--- config.mk ---
export PLATFORM = sky130hd
export DESIGN_NAME = multi_collect_flat
export DESIGN_NICKNAME = d
export VERILOG_FILES = /design/src/rtl/multi_pkg.sv /design/src/rtl/multi_collect_if.sv /design/src/rtl/multi_lane.sv /design/src/rtl/multi_collect.sv /design/src/flat_wrapper.sv
export SDC_FILE = /design/constraint.sdc
export NUM_CORES = 1
export LEC_CHECK = 0
export BUFFER_PORTS_ARGS = -buffer_cell sky130_fd_sc_hd__buf_2
export CORE_ASPECT_RATIO = 0.8
export CORE_MARGIN = 4
export CORE_UTILIZATION = 57
export CTS_BUF_LIST = sky130_fd_sc_hd__clkbuf_8
export CTS_CLUSTER_SIZE = 12
export DETAILED_ROUTE_END_ITERATION = 8
export PLACE_DENSITY = 0.82
export SETUP_SLACK_MARGIN = 0.15
export SLEW_MARGIN = 20
export SYNTH_ARGS = -nofsm -noshare
export SYNTH_HDL_FRONTEND = slang
export SYNTH_HIERARCHICAL = 1
export SYNTH_SLANG_ARGS = --single-unit
--- constraint.sdc ---
create_clock -name clock -period 2.5 [get_ports clock]
set_input_delay 0.25 -clock clock [delete_from_list [all_inputs] [get_ports clock]]
set_output_delay 0.25 -clock clock [all_outputs]
set_load 0.02 [all_outputs]
--- src/rtl/multi_pkg.sv ---
`default_nettype none
// ============================================================================
//  Module      : multi_pkg
//  Description : Shared definitions for the multi_collect block: the
//                collector FSM state type, the per-lane latency rule and
//                default parameter values.
//  Revision    : 1.0  initial release
// ============================================================================
package multi_pkg;

    // Default configuration of the multi_collect wrapper
    localparam int C_NUM_LANES  = 2;
    localparam int C_LANE_WIDTH = 32;
    localparam int C_BASE_LAT   = 3;

    // Collector FSM states
    typedef enum logic [1:0] {
        IDLE = 2'd0,
        RUN  = 2'd1,
        HOLD = 2'd2
    } state_t;

    // A lane's latency grows by one cycle when its operand is odd
    function automatic int lane_lat(input int base, input logic lsb);
        return base + (lsb ? 1 : 0);
    endfunction

endpackage : multi_pkg
`default_nettype wire

--- src/rtl/multi_collect_if.sv ---
`default_nettype none
// ============================================================================
//  Module      : multi_collect_if
//  Description : Request/result bundle of multi_collect.
//                start/ready : request handshake (accept = start & ready)
//                inp         : wide operand, sampled on accept
//                done/ack    : result handshake (result taken on done & ack)
//                out         : assembled wide result, qualified by done
//                Modport slave is the collector, master is its user.
//  Revision    : 1.0  initial release
// ============================================================================
interface multi_collect_if #(
    parameter int NUM_LANES  = 2,
    parameter int LANE_WIDTH = 32
);
    logic                              start;
    logic                              ready;
    logic [NUM_LANES*LANE_WIDTH-1:0]   inp;
    logic                              done;
    logic                              ack;
    logic [NUM_LANES*LANE_WIDTH-1:0]   out;

    modport slave  (input  start, inp, ack, output ready, done, out);
    modport master (output start, inp, ack, input  ready, done, out);
endinterface : multi_collect_if
`default_nettype wire

--- src/rtl/multi_lane.sv ---
`default_nettype none
// ============================================================================
//  Module      : multi_lane
//  Description : Multi-cycle lane unit. Captures its operand on i_start,
//                counts down a data-dependent latency and pulses o_done for
//                one cycle together with o_result = operand + 1.
//  Ports       : clock, reset (async, active low)
//                i_start   - begin an operation with i_operand
//                i_operand - lane operand
//                o_done    - one-cycle completion pulse
//                o_result  - lane result, valid with o_done
//  Revision    : 1.0  initial release
// ============================================================================
module multi_lane
    import multi_pkg::*;
#(
    parameter int LANE_WIDTH = C_LANE_WIDTH,
    parameter int BASE_LAT   = C_BASE_LAT
) (
    input  wire logic                  clock,
    input  wire logic                  reset,
    input  wire logic                  i_start,
    input  wire logic [LANE_WIDTH-1:0] i_operand,
    output logic                       o_done,
    output logic [LANE_WIDTH-1:0]      o_result
);

    // Must hold BASE_LAT+1 without overflow
    localparam int CNT_W = $clog2(BASE_LAT + 2);

    logic [CNT_W-1:0]      r_cnt;
    logic [LANE_WIDTH-1:0] r_operand;

    // Counter loads LAT on the accept edge, so it reads 1 exactly LAT
    // cycles after the accept cycle; zero means idle.
    always_ff @(posedge clock or negedge reset) begin
        if (!reset) begin
            r_cnt     <= '0;
            r_operand <= '0;
        end else if (i_start) begin
            r_operand <= i_operand;
            r_cnt     <= CNT_W'(lane_lat(BASE_LAT, i_operand[0]));
        end else if (r_cnt != '0) begin
            r_cnt     <= r_cnt - CNT_W'(1);
        end
    end

    assign o_done   = (r_cnt == CNT_W'(1));
    assign o_result = r_operand + LANE_WIDTH'(1);

endmodule : multi_lane
`default_nettype wire

--- src/rtl/multi_collect.sv ---
`default_nettype none
// ============================================================================
//  Module      : multi_collect
//  Description : Splits a wide operand over NUM_LANES multi_lane units,
//                starts all lanes together, captures each lane result as it
//                completes and presents the assembled result under a
//                done/ack handshake.
//  Ports       : clock, reset (async, active low)
//                bus (multi_collect_if.slave): start/ready, inp, done/ack, out
//  Options     : MULTI_COLLECT_BYPASS_EN - present the result in the cycle
//                the last lane completes, muxing live lane results over the
//                buffers. Undefined: done and out are purely registered and
//                appear one cycle later.
//  Revision    : 1.0  initial release
// ============================================================================
module multi_collect
    import multi_pkg::*;
#(
    parameter int NUM_LANES  = C_NUM_LANES,
    parameter int LANE_WIDTH = C_LANE_WIDTH,
    parameter int BASE_LAT   = C_BASE_LAT
) (
    input  wire logic       clock,
    input  wire logic       reset,
    multi_collect_if.slave  bus
);

    state_t                 r_state;
    state_t                 w_state_next;
    logic [NUM_LANES-1:0]   r_mask;
    logic [NUM_LANES-1:0]   w_mask_next;
    logic [NUM_LANES-1:0]   w_lane_done;
    logic                   w_accept;
    logic                   w_run;
    logic                   w_all_done;
    logic                   w_ready;
    logic                   w_done;

    assign w_run      = (r_state == RUN);
    assign w_accept   = (r_state == IDLE) && bus.start;
    // Completions of the current cycle count toward the all-done test
    assign w_mask_next = r_mask | (w_lane_done & {NUM_LANES{w_run}});
    assign w_all_done  = &w_mask_next;

    // ------------------------------------------------------------------
    // Lanes, per-lane result buffers and output assembly
    // ------------------------------------------------------------------
    for (genvar i = 0; i < NUM_LANES; i++) begin : g_lane
        logic [LANE_WIDTH-1:0] w_res;
        logic [LANE_WIDTH-1:0] r_buf;

        multi_lane #(
            .LANE_WIDTH (LANE_WIDTH),
            .BASE_LAT   (BASE_LAT)
        ) u_lane (
            .clock     (clock),
            .reset     (reset),
            .i_start   (w_accept),
            .i_operand (bus.inp[i*LANE_WIDTH +: LANE_WIDTH]),
            .o_done    (w_lane_done[i]),
            .o_result  (w_res)
        );

        always_ff @(posedge clock or negedge reset) begin
            if (!reset) begin
                r_buf <= '0;
            end else if (w_run && w_lane_done[i]) begin
                r_buf <= w_res;
            end
        end

`ifdef MULTI_COLLECT_BYPASS_EN
        // Lanes finishing this cycle have not reached their buffer yet
        assign bus.out[i*LANE_WIDTH +: LANE_WIDTH] =
            (w_run && w_lane_done[i]) ? w_res : r_buf;
`else
        assign bus.out[i*LANE_WIDTH +: LANE_WIDTH] = r_buf;
`endif
    end

    // ------------------------------------------------------------------
    // Lane-done mask: cleared on accept, accumulates during RUN
    // ------------------------------------------------------------------
    always_ff @(posedge clock or negedge reset) begin
        if (!reset) begin
            r_mask <= '0;
        end else if (w_accept) begin
            r_mask <= '0;
        end else if (w_run) begin
            r_mask <= w_mask_next;
        end
    end

    // ------------------------------------------------------------------
    // Collector FSM
    // ------------------------------------------------------------------
    always_ff @(posedge clock or negedge reset) begin
        if (!reset) begin
            r_state <= IDLE;
        end else begin
            r_state <= w_state_next;
        end
    end

    always_comb begin
        w_state_next = r_state;
        w_ready      = 1'b0;
        w_done       = 1'b0;
        unique case (r_state)
            IDLE: begin
                w_ready = 1'b1;
                if (bus.start) begin
                    w_state_next = RUN;
                end
            end
            RUN: begin
                if (w_all_done) begin
`ifdef MULTI_COLLECT_BYPASS_EN
                    // Result is already visible, so it may be taken now
                    w_done       = 1'b1;
                    w_state_next = bus.ack ? IDLE : HOLD;
`else
                    w_state_next = HOLD;
`endif
                end
            end
            HOLD: begin
                w_done = 1'b1;
                if (bus.ack) begin
                    w_state_next = IDLE;
                end
            end
            default: begin
                w_state_next = IDLE;
            end
        endcase
    end

    assign bus.ready = w_ready;
    assign bus.done  = w_done;

endmodule : multi_collect
`default_nettype wire

--- src/flat_wrapper.sv ---
// flat-port wrapper written by rule: the top's interface ports become plain ports
module multi_collect_flat import multi_pkg::*;
#(
    parameter int NUM_LANES  = C_NUM_LANES,
    parameter int LANE_WIDTH = C_LANE_WIDTH,
    parameter int BASE_LAT   = C_BASE_LAT
)
  (clock, reset, bus_start, bus_inp, bus_ack, bus_ready, bus_done, bus_out);
  multi_collect_if #(.NUM_LANES(NUM_LANES), .LANE_WIDTH(LANE_WIDTH)) bus_i ();
  input  wire logic clock;
  input  wire logic reset;
  input wire logic [$bits(bus_i.start)-1:0] bus_start;
  input wire logic [$bits(bus_i.inp)-1:0] bus_inp;
  input wire logic [$bits(bus_i.ack)-1:0] bus_ack;
  output wire logic [$bits(bus_i.ready)-1:0] bus_ready;
  output wire logic [$bits(bus_i.done)-1:0] bus_done;
  output wire logic [$bits(bus_i.out)-1:0] bus_out;
  assign bus_i.start = bus_start;
  assign bus_i.inp = bus_inp;
  assign bus_i.ack = bus_ack;
  assign bus_ready = bus_i.ready;
  assign bus_done = bus_i.done;
  assign bus_out = bus_i.out;
  multi_collect #(.NUM_LANES(NUM_LANES), .LANE_WIDTH(LANE_WIDTH), .BASE_LAT(BASE_LAT)) u_core (.clock(clock), .reset(reset), .bus(bus_i));
endmodule
==> results of run 1 <==
==> flip-flops by register name, summed over array words and instances, names as in the netlist <==
name and flops:
u_core/r_mask 2, u_core/g_lane.r_buf 64, u_core/g_lane.u_lane/r_operand 64, u_core/g_lane.u_lane/r_cnt 6
u_core/r_state 2
==> cells in the final DEF (no fill, tap or decap), drive strengths merged, types with 2 or more instances in the layout <==
cell / netlist / layout
bufinv: 0 / 2
a21oi: 4 / 4
o21ai: 6 / 6
clkinvlp: 0 / 5
and3: 6 / 6
nor4: 10 / 10
nand3b: 2 / 2
xor2: 26 / 26
and4: 6 / 6
clkinv: 0 / 3
or4: 2 / 2
nor2: 17 / 17
buf: 11 / 139
clkbuf: 6 / 18
xnor2: 36 / 36
ha: 8 / 8
dfrtp: 138 / 138
nor3: 9 / 9
nand3: 20 / 20
nand4: 22 / 22
nor2b: 5 / 5
inv: 14 / 18
mux2: 128 / 128
nand2: 22 / 22
==> metal layers <==
metal	track usage [%]	routed length, microns
met4	7.122	263
met3	4.306	735
met1	31.12	6567
met5	0	0
met2	35.36	6925
==> worst max-delay path by stage <==
stage                                           endpoint  slack [ps]  depth (start not counted)
floorplan           u_core/g_lane[1].u_lane/r_operand[1]         360                          5
global placement              u_core/g_lane[1].r_buf[31]         410                          5
detailed placement            u_core/g_lane[1].r_buf[27]         310                          5
CTS                           u_core/g_lane[1].r_buf[27]         300                          5
global route                  u_core/g_lane[0].r_buf[31]         190                          5
finish                        u_core/g_lane[0].r_buf[27]         280                          5
==> final cells by class <==
class,instances,area (sq um)
tap,148,185.2
fill,827,3588
sequential,138,3453
clock buffer,18,247.7
timing repair buffer,140,764.5
multi-input combinational,335,3123
clock inverter,14,146.4
inverter,14,52.55
==> critical path, delay by kind of cell (launching register included) <==
family           cells  cell delay (ps)
flip-flops           1              440
AND/OR/NAND/NOR      3             1280
multiplexers         1              280
XOR/XNOR             1              110
==> stage by stage <==
stage	utilization, %	instances	worst slack (ps)
global placement	65.47	774	408.9
floorplan	-	504	363.3
finish	68.96	807	276.2
CTS	68.96	807	303.4
global route	68.96	807	189.5
detailed placement	65.47	774	307.1
==> cells by family (layout without fill, tap and decap cells) <==
logic type	Yosys count	count (layout)	synth area share [%]
buffers and inverters	31	186	2.669
adder cells (fa/ha/maj)	8	8	1.483
AND/OR/NAND/NOR	123	123	10.80
XOR/XNOR	62	62	8.043
multiplexers	129	129	24.72
AO/OA/AOI/OAI	13	13	1.131
flip-flops	138	138	51.15
==> where the power goes <==
part           switching [mW]  internal [mW]  leakage (nW)
registers                1.10           3.39          1.65
clock network           0.886          0.916         0.189
logic                    2.16           2.51          2.00
==> what timing repair did <==
| item | in CTS | in global routing |
|---|---|---|
| setup buffers | 0 | 0 |
| hold buffers | 1 | 0 |
| endpoints found under the hold margin | 60 | 0 |
==> flow_summary.json, run 1 <==
{
  "result_of_the_run": "completed",
  "post-route-cell-area_sq_um": 7973,
  "synth_largest_area_cell": "sky130_fd_sc_hd__dfrtp_1",
  "leakagePower_nw": 3.837,
  "design.final.nets": 722,
  "grt_overflow_total": 0,
  "num_antenna_cells": 0,
  "post-route-min-period_ps": 2224,
  "synth_commonest_cells": "sky130_fd_sc_hd__dfrtp_1 (138), sky130_fd_sc_hd__mux2_2 (70), sky130_fd_sc_hd__mux2_4 (58)",
  "fin_setup_tns_ps": 0,
  "min-delay-start": "bus_inp[18]",
  "synth_sequential_area_ratio_pct": 51.15,
  "global_route_wire_length_before_repair_mm": 23.97,
  "worst-r2r-cell-count": 5,
  "fmax_mhz": 449.7,
  "yosys_most_used_dff": "sky130_fd_sc_hd__dfrtp_1",
  "dr.first_iter.drc_count": 256,
  "io_pins": 134,
  "placed_inst_area_sq_um": 7569,
  "number_of_global_route_vias_before_repair": 4657,
  "critPathCaptureType": "flop",
  "wirelength_mm": 14.49,
  "gr-usage-all-layers_pct": 22.32,
  "synthCells": 504,
  "fin_total_pwr_mw": 10.97,
  "floorplan.initialDensity_pct": 58.40,
  "place.gp.congestion": 0.8479,
  "fraction_of_layout_instances_using_a_drive_strength_above_1_pct": 47.65,
  "number_of_enable_type_register_cells_in_the_synthesized_netlist": 0,
  "clk_transition_reported_paths_ps": 90,
  "cts.sinks": 138,
  "drtAntennaViolNets": 0,
  "worst_setup_path_startpoint": "u_core/g_lane[0].u_lane/r_operand[8]",
  "die_x_microns": 129.7,
  "cp_max_fo": 9,
  "synth_area_leaders": "sky130_fd_sc_hd__dfrtp_1 (51%), sky130_fd_sc_hd__mux2_4 (13%), sky130_fd_sc_hd__mux2_2 (12%)",
  "fin_worst_skew_ps": 13.58,
  "number_of_remaining_drc_errors": 0,
  "area.growth.synth_to_final_pct": 18.09,
  "worst_setup_path_start_kind": "flop",
  "worst-setup-path-type": "flop to flop",
  "synth.top_cell.area_share_pct": 51.15,
  "ff2ff_setup_slack_ps": 280,
  "ys_async_sr_fraction_pct": 100.0,
  "yosys.cell_count.top_type": "sky130_fd_sc_hd__dfrtp_1",
  "data_arrival_time_of_the_critical_path_ps": 2530,
  "ir_worst_vdd_mv": 0.8923,
  "setup_viol": 0,
  "netlist-cell-type-count": 35,
  "htree_num_levels": 4,
  "portBuffers": 133,
  "holdWs_ps": 34.84,
  "placeableCoreArea_sq_um": 11560,
  "core.rowCount": 35,
  "power-per-cell-area_nw_per_um2": 1376,
  "critical_path_cell_by_cell": "nand4_1, or4_4, nor4_1, xor2_1, mux2_4",
  "route.vias.total": 4426,
  "hold_viol_final": 0,
  "tritoncts": "yes",
  "cp_slowest_stage_delay_ps": 660,
  "syn_avg_cell_area_sq_um": 13.40,
  "tightest_slew_ps": 684.0,
  "wl_per_cell_microns": 17.96,
  "vias_per_instance": 5.485,
  "cap_violations": 0,
  "period_share_pct": 88.95,
  "dieHeight_microns": 105.3,
  "clock_insertion_delay_worst_skew_ps": 430,
  "synth-warning-count": 6,
  "max_slew_violations": 0,
  "cts_root_buffer": "sky130_fd_sc_hd__clkbuf_8",
  "netlist_area_sq_um": 6751,
  "cts-buffers-inserted": 17,
  "headroom_to_the_max_slew_limit_pct": 54.40,
  "r2r-start": "u_core/g_lane[0].u_lane/r_operand[8]",
  "setup_repair_after_global_routing_missed_its_margin": "no",
  "cts_resized": 0,
  "critPathRequiredTime_ps": 2800,
  "cts_buffer_depth": 2,
  "timing.hold.worst_endpoint": "u_core/g_lane[0].u_lane/r_operand[18]",
  "antenna_found_initial": 0,
  "hpwl_mm": 10.55,
  "synth_seq_cells": 138,
  "min_path_cells": 3,
  "hold_class": "primary input to flop",
  "fp.dieArea_sq_um": 13660,
  "synth_fp_nets": 580,
  "first_pass_iters": 4,
  "crit-reg2reg-capture": "u_core/g_lane[0].r_buf[27]",
  "slowest_stage": "sky130_fd_sc_hd__or4_4",
  "largest_net_degree_at_the_start_of_global_routing": 79
}
Note: power is estimated with default switching activity, not from simulation.
==> run 2, diff against run 1 <==
--- a/config.mk
+++ b/config.mk
@@ -6,13 +6,13 @@
 export NUM_CORES = 1
 export LEC_CHECK = 0
 export BUFFER_PORTS_ARGS = -buffer_cell sky130_fd_sc_hd__buf_2
-export CORE_ASPECT_RATIO = 0.8
 export CORE_MARGIN = 4
-export CORE_UTILIZATION = 57
+export CORE_UTILIZATION = 52
 export CTS_BUF_LIST = sky130_fd_sc_hd__clkbuf_8
 export CTS_CLUSTER_SIZE = 12
 export DETAILED_ROUTE_END_ITERATION = 8
-export PLACE_DENSITY = 0.82
+export PLACE_DENSITY = 0.79
+export RECOVER_POWER = 25
 export SETUP_SLACK_MARGIN = 0.15
 export SLEW_MARGIN = 20
 export SYNTH_ARGS = -nofsm -noshare
==> constraint.sdc (replaced) <==
create_clock -name clock -period 2 [get_ports clock]
set_input_delay 0.2 -clock clock [delete_from_list [all_inputs] [get_ports clock]]
set_output_delay 0.2 -clock clock [all_outputs]
set_load 0.02 [all_outputs]
==> flow_summary.json, run 2 (synthesis gave the netlist of run 1 again) <==
{
  "result_of_the_run": "finished with violations",
  "violations_in_the_final_reports": "capacitance limit, slew limit",
  "place.gp.congestion": 0.8350,
  "hold_viol_final": 0,
  "fmax_mhz": 513.7,
  "die_x_microns": 121.9,
  "timing.hold.worst_endpoint": "u_core/r_state[0]",
  "critPathRequiredTime_ps": 2320,
  "portBuffers": 133,
  "wl_per_cell_microns": 17.22,
  "io_pins": 134,
  "power-per-cell-area_nw_per_um2": 1553,
  "period_share_pct": 97.34,
  "grt_overflow_total": 0,
  "tritoncts": "yes",
  "design.final.nets": 841,
  "wirelength_mm": 16.31,
  "cp_max_fo": 5,
  "placed_inst_area_sq_um": 8015,
  "dieHeight_microns": 121.9,
  "cap_violations": 1,
  "dr.first_iter.drc_count": 266,
  "placeableCoreArea_sq_um": 12670,
  "data_arrival_time_of_the_critical_path_ps": 2270,
  "cp_slowest_stage_delay_ps": 590,
  "htree_num_levels": 4,
  "postLayoutSetupSlackWorst_ps": 53.30,
  "cts_buffer_depth": 2,
  "clk_transition_reported_paths_ps": 70,
  "antenna_found_initial": 0,
  "place_worst_setup_slack_ps": 25.59,
  "worst_setup_path_start_kind": "flop",
  "cts-buffers-inserted": 17,
  "leakagePower_nw": 4.524,
  "drtAntennaViolNets": 0,
  "num_antenna_cells": 0,
  "min_path_cells": 3,
  "floorplan.initialDensity_pct": 53.28,
  "placedCellCount": 836,
  "hold_class": "primary input to flop",
  "finish.cell_count_without_fillers": 947,
  "worst-r2r-cell-count": 6,
  "cts_root_buffer": "sky130_fd_sc_hd__clkbuf_8",
  "post-route-min-period_ps": 1947,
  "setup_viol": 0,
  "cts.sinks": 138,
  "fin_setup_tns_ps": 0,
  "route.vias.total": 4954,
  "clock_insertion_delay_worst_skew_ps": 440,
  "core.rowCount": 41,
  "largest_net_degree_at_the_start_of_global_routing": 79,
  "worst-setup-path-type": "flop to flop",
  "tightest_slew_ps": 1501,
  "number_of_global_route_vias_before_repair": 5414,
  "first_pass_iters": 4,
  "fin_util_pct": 72.97,
  "biggestRegsByFlops": "u_core/g_lane.r_buf: 64 flops, u_core/g_lane.u_lane/r_operand: 64 flops, u_core/g_lane.u_lane/r_cnt: 6 flops",
  "r2r-start": "u_core/g_lane[1].u_lane/r_operand[11]",
  "critical_path_cell_by_cell": "nand4_1, or4_4, buf_4, nor4_4, xor2_1, mux2_4",
  "number_of_remaining_drc_errors": 0,
  "post-route-cell-area_sq_um": 9246,
  "gr-usage-all-layers_pct": 22.54,
  "headroom_to_the_max_slew_limit_pct": -0.04436,
  "area.growth.synth_to_final_pct": 36.95,
  "critPathCaptureType": "flop",
  "global_route_wire_length_before_repair_mm": 26.08,
  "setup_repair_after_global_routing_missed_its_margin": "yes",
  "slowest_stage": "sky130_fd_sc_hd__or4_4",
  "vias_per_instance": 5.231,
  "layout_common_cells": "sky130_fd_sc_hd__dfrtp_1 (138), sky130_fd_sc_hd__buf_2 (133), sky130_fd_sc_hd__mux2_2 (70)",
  "min-delay-start": "bus_start",
  "crit-reg2reg-capture": "u_core/g_lane[1].r_buf[29]",
  "ff2ff_setup_slack_ps": 50,
  "ir_worst_vdd_mv": 1.129,
  "critical_path_buf_inv_count": 1,
  "final_common_cell": "sky130_fd_sc_hd__dfrtp_1",
  "critPathTopFamily": "simple AND/OR/NAND/NOR gates",
  "hpwl_mm": 10.64,
  "fraction_of_layout_instances_using_a_drive_strength_above_1_pct": 49.81,
  "fp.dieArea_sq_um": 14870,
  "max_slew_violations": 38,
  "fin_worst_skew_ps": 9.320
}
run 2: changes by cell type in the layout (fill, tap and decap cells not counted), moves of 8 or more:
cell                            change
sky130_fd_sc_hd__dlygate4sd3_1     +64
sky130_fd_sc_hd__buf_4             +49
sky130_fd_sc_hd__nor3_1             -8
sky130_fd_sc_hd__nor4_1             -8
sky130_fd_sc_hd__nor4_4             +8
run 2: worst min-delay path, delay by kind of cell:
family | cells | cell delay, ps
buf+inv | 1 | 100
simple gates | 2 | 130
run 2: area by class of cell:
type	count	area [sq um]
Clock buffer	21	289.0
Clock inverter	8	33.78
Fill cell	792	3425
Inverter	14	52.55
Multi-Input combinational cell	335	3387
Sequential cell	138	3453
Tap cell	172	215.2
Timing Repair Buffer	259	1815
run 2: how the worst max path moves through the flow:
stage                     cells after the start                    endpoint                             startpoint  slack [ps]
after floorplan                               6  u_core/g_lane[0].r_buf[31]   u_core/g_lane[0].u_lane/r_operand[8]          20
after global placement                        6  u_core/g_lane[1].r_buf[17]  u_core/g_lane[1].u_lane/r_operand[11]          90
after detailed placement                      5  u_core/g_lane[0].r_buf[31]  u_core/g_lane[0].u_lane/r_operand[11]          30
after CTS                                     6  u_core/g_lane[1].r_buf[21]   u_core/g_lane[1].u_lane/r_operand[7]          90
after global routing                          6  u_core/g_lane[1].r_buf[29]  u_core/g_lane[1].u_lane/r_operand[11]           2
final                                         6  u_core/g_lane[1].r_buf[29]  u_core/g_lane[1].u_lane/r_operand[11]          50
run 2: layer usage:
metal	vias to the layer above	routed length (microns)	global-route usage [%]
met5	-	0	0
met4	0	274	7.003
met3	29	956	6.128
met2	151	8693	42.02
met1	2457	6382	24.85
li1	2317	-	-
run 2: power breakdown:
| group | leakage [nW] | internal, mW | switching (mW) |
|---|---|---|---|
| logic | 2.69 | 3.72 | 3.28 |
| registers | 1.65 | 4.24 | 1.22 |
| clock network | 0.189 | 0.939 | 0.960 |
| total | 4.52 | 8.90 | 5.46 |
run 2: timing repair:
item | in CTS | in global routing
endpoints found under the setup margin | 26 | 37
pin swaps | 6 | 12
hold buffers | 64 | 1
buffers inserted | 10 | 7
endpoints found under the hold margin | 126 | 1
gates resized for setup | 8 | 19
run 2: stage by stage:
step / power (mW) / hold slack [ps]
after floorplan: 9.899 / -95.59
after global placement: 11.69 / 231.1
after detailed placement: 12.00 / 239.5
after CTS: 14.20 / 0.7135
after global routing: 15.23 / 44.73
final: 14.36 / 34.65
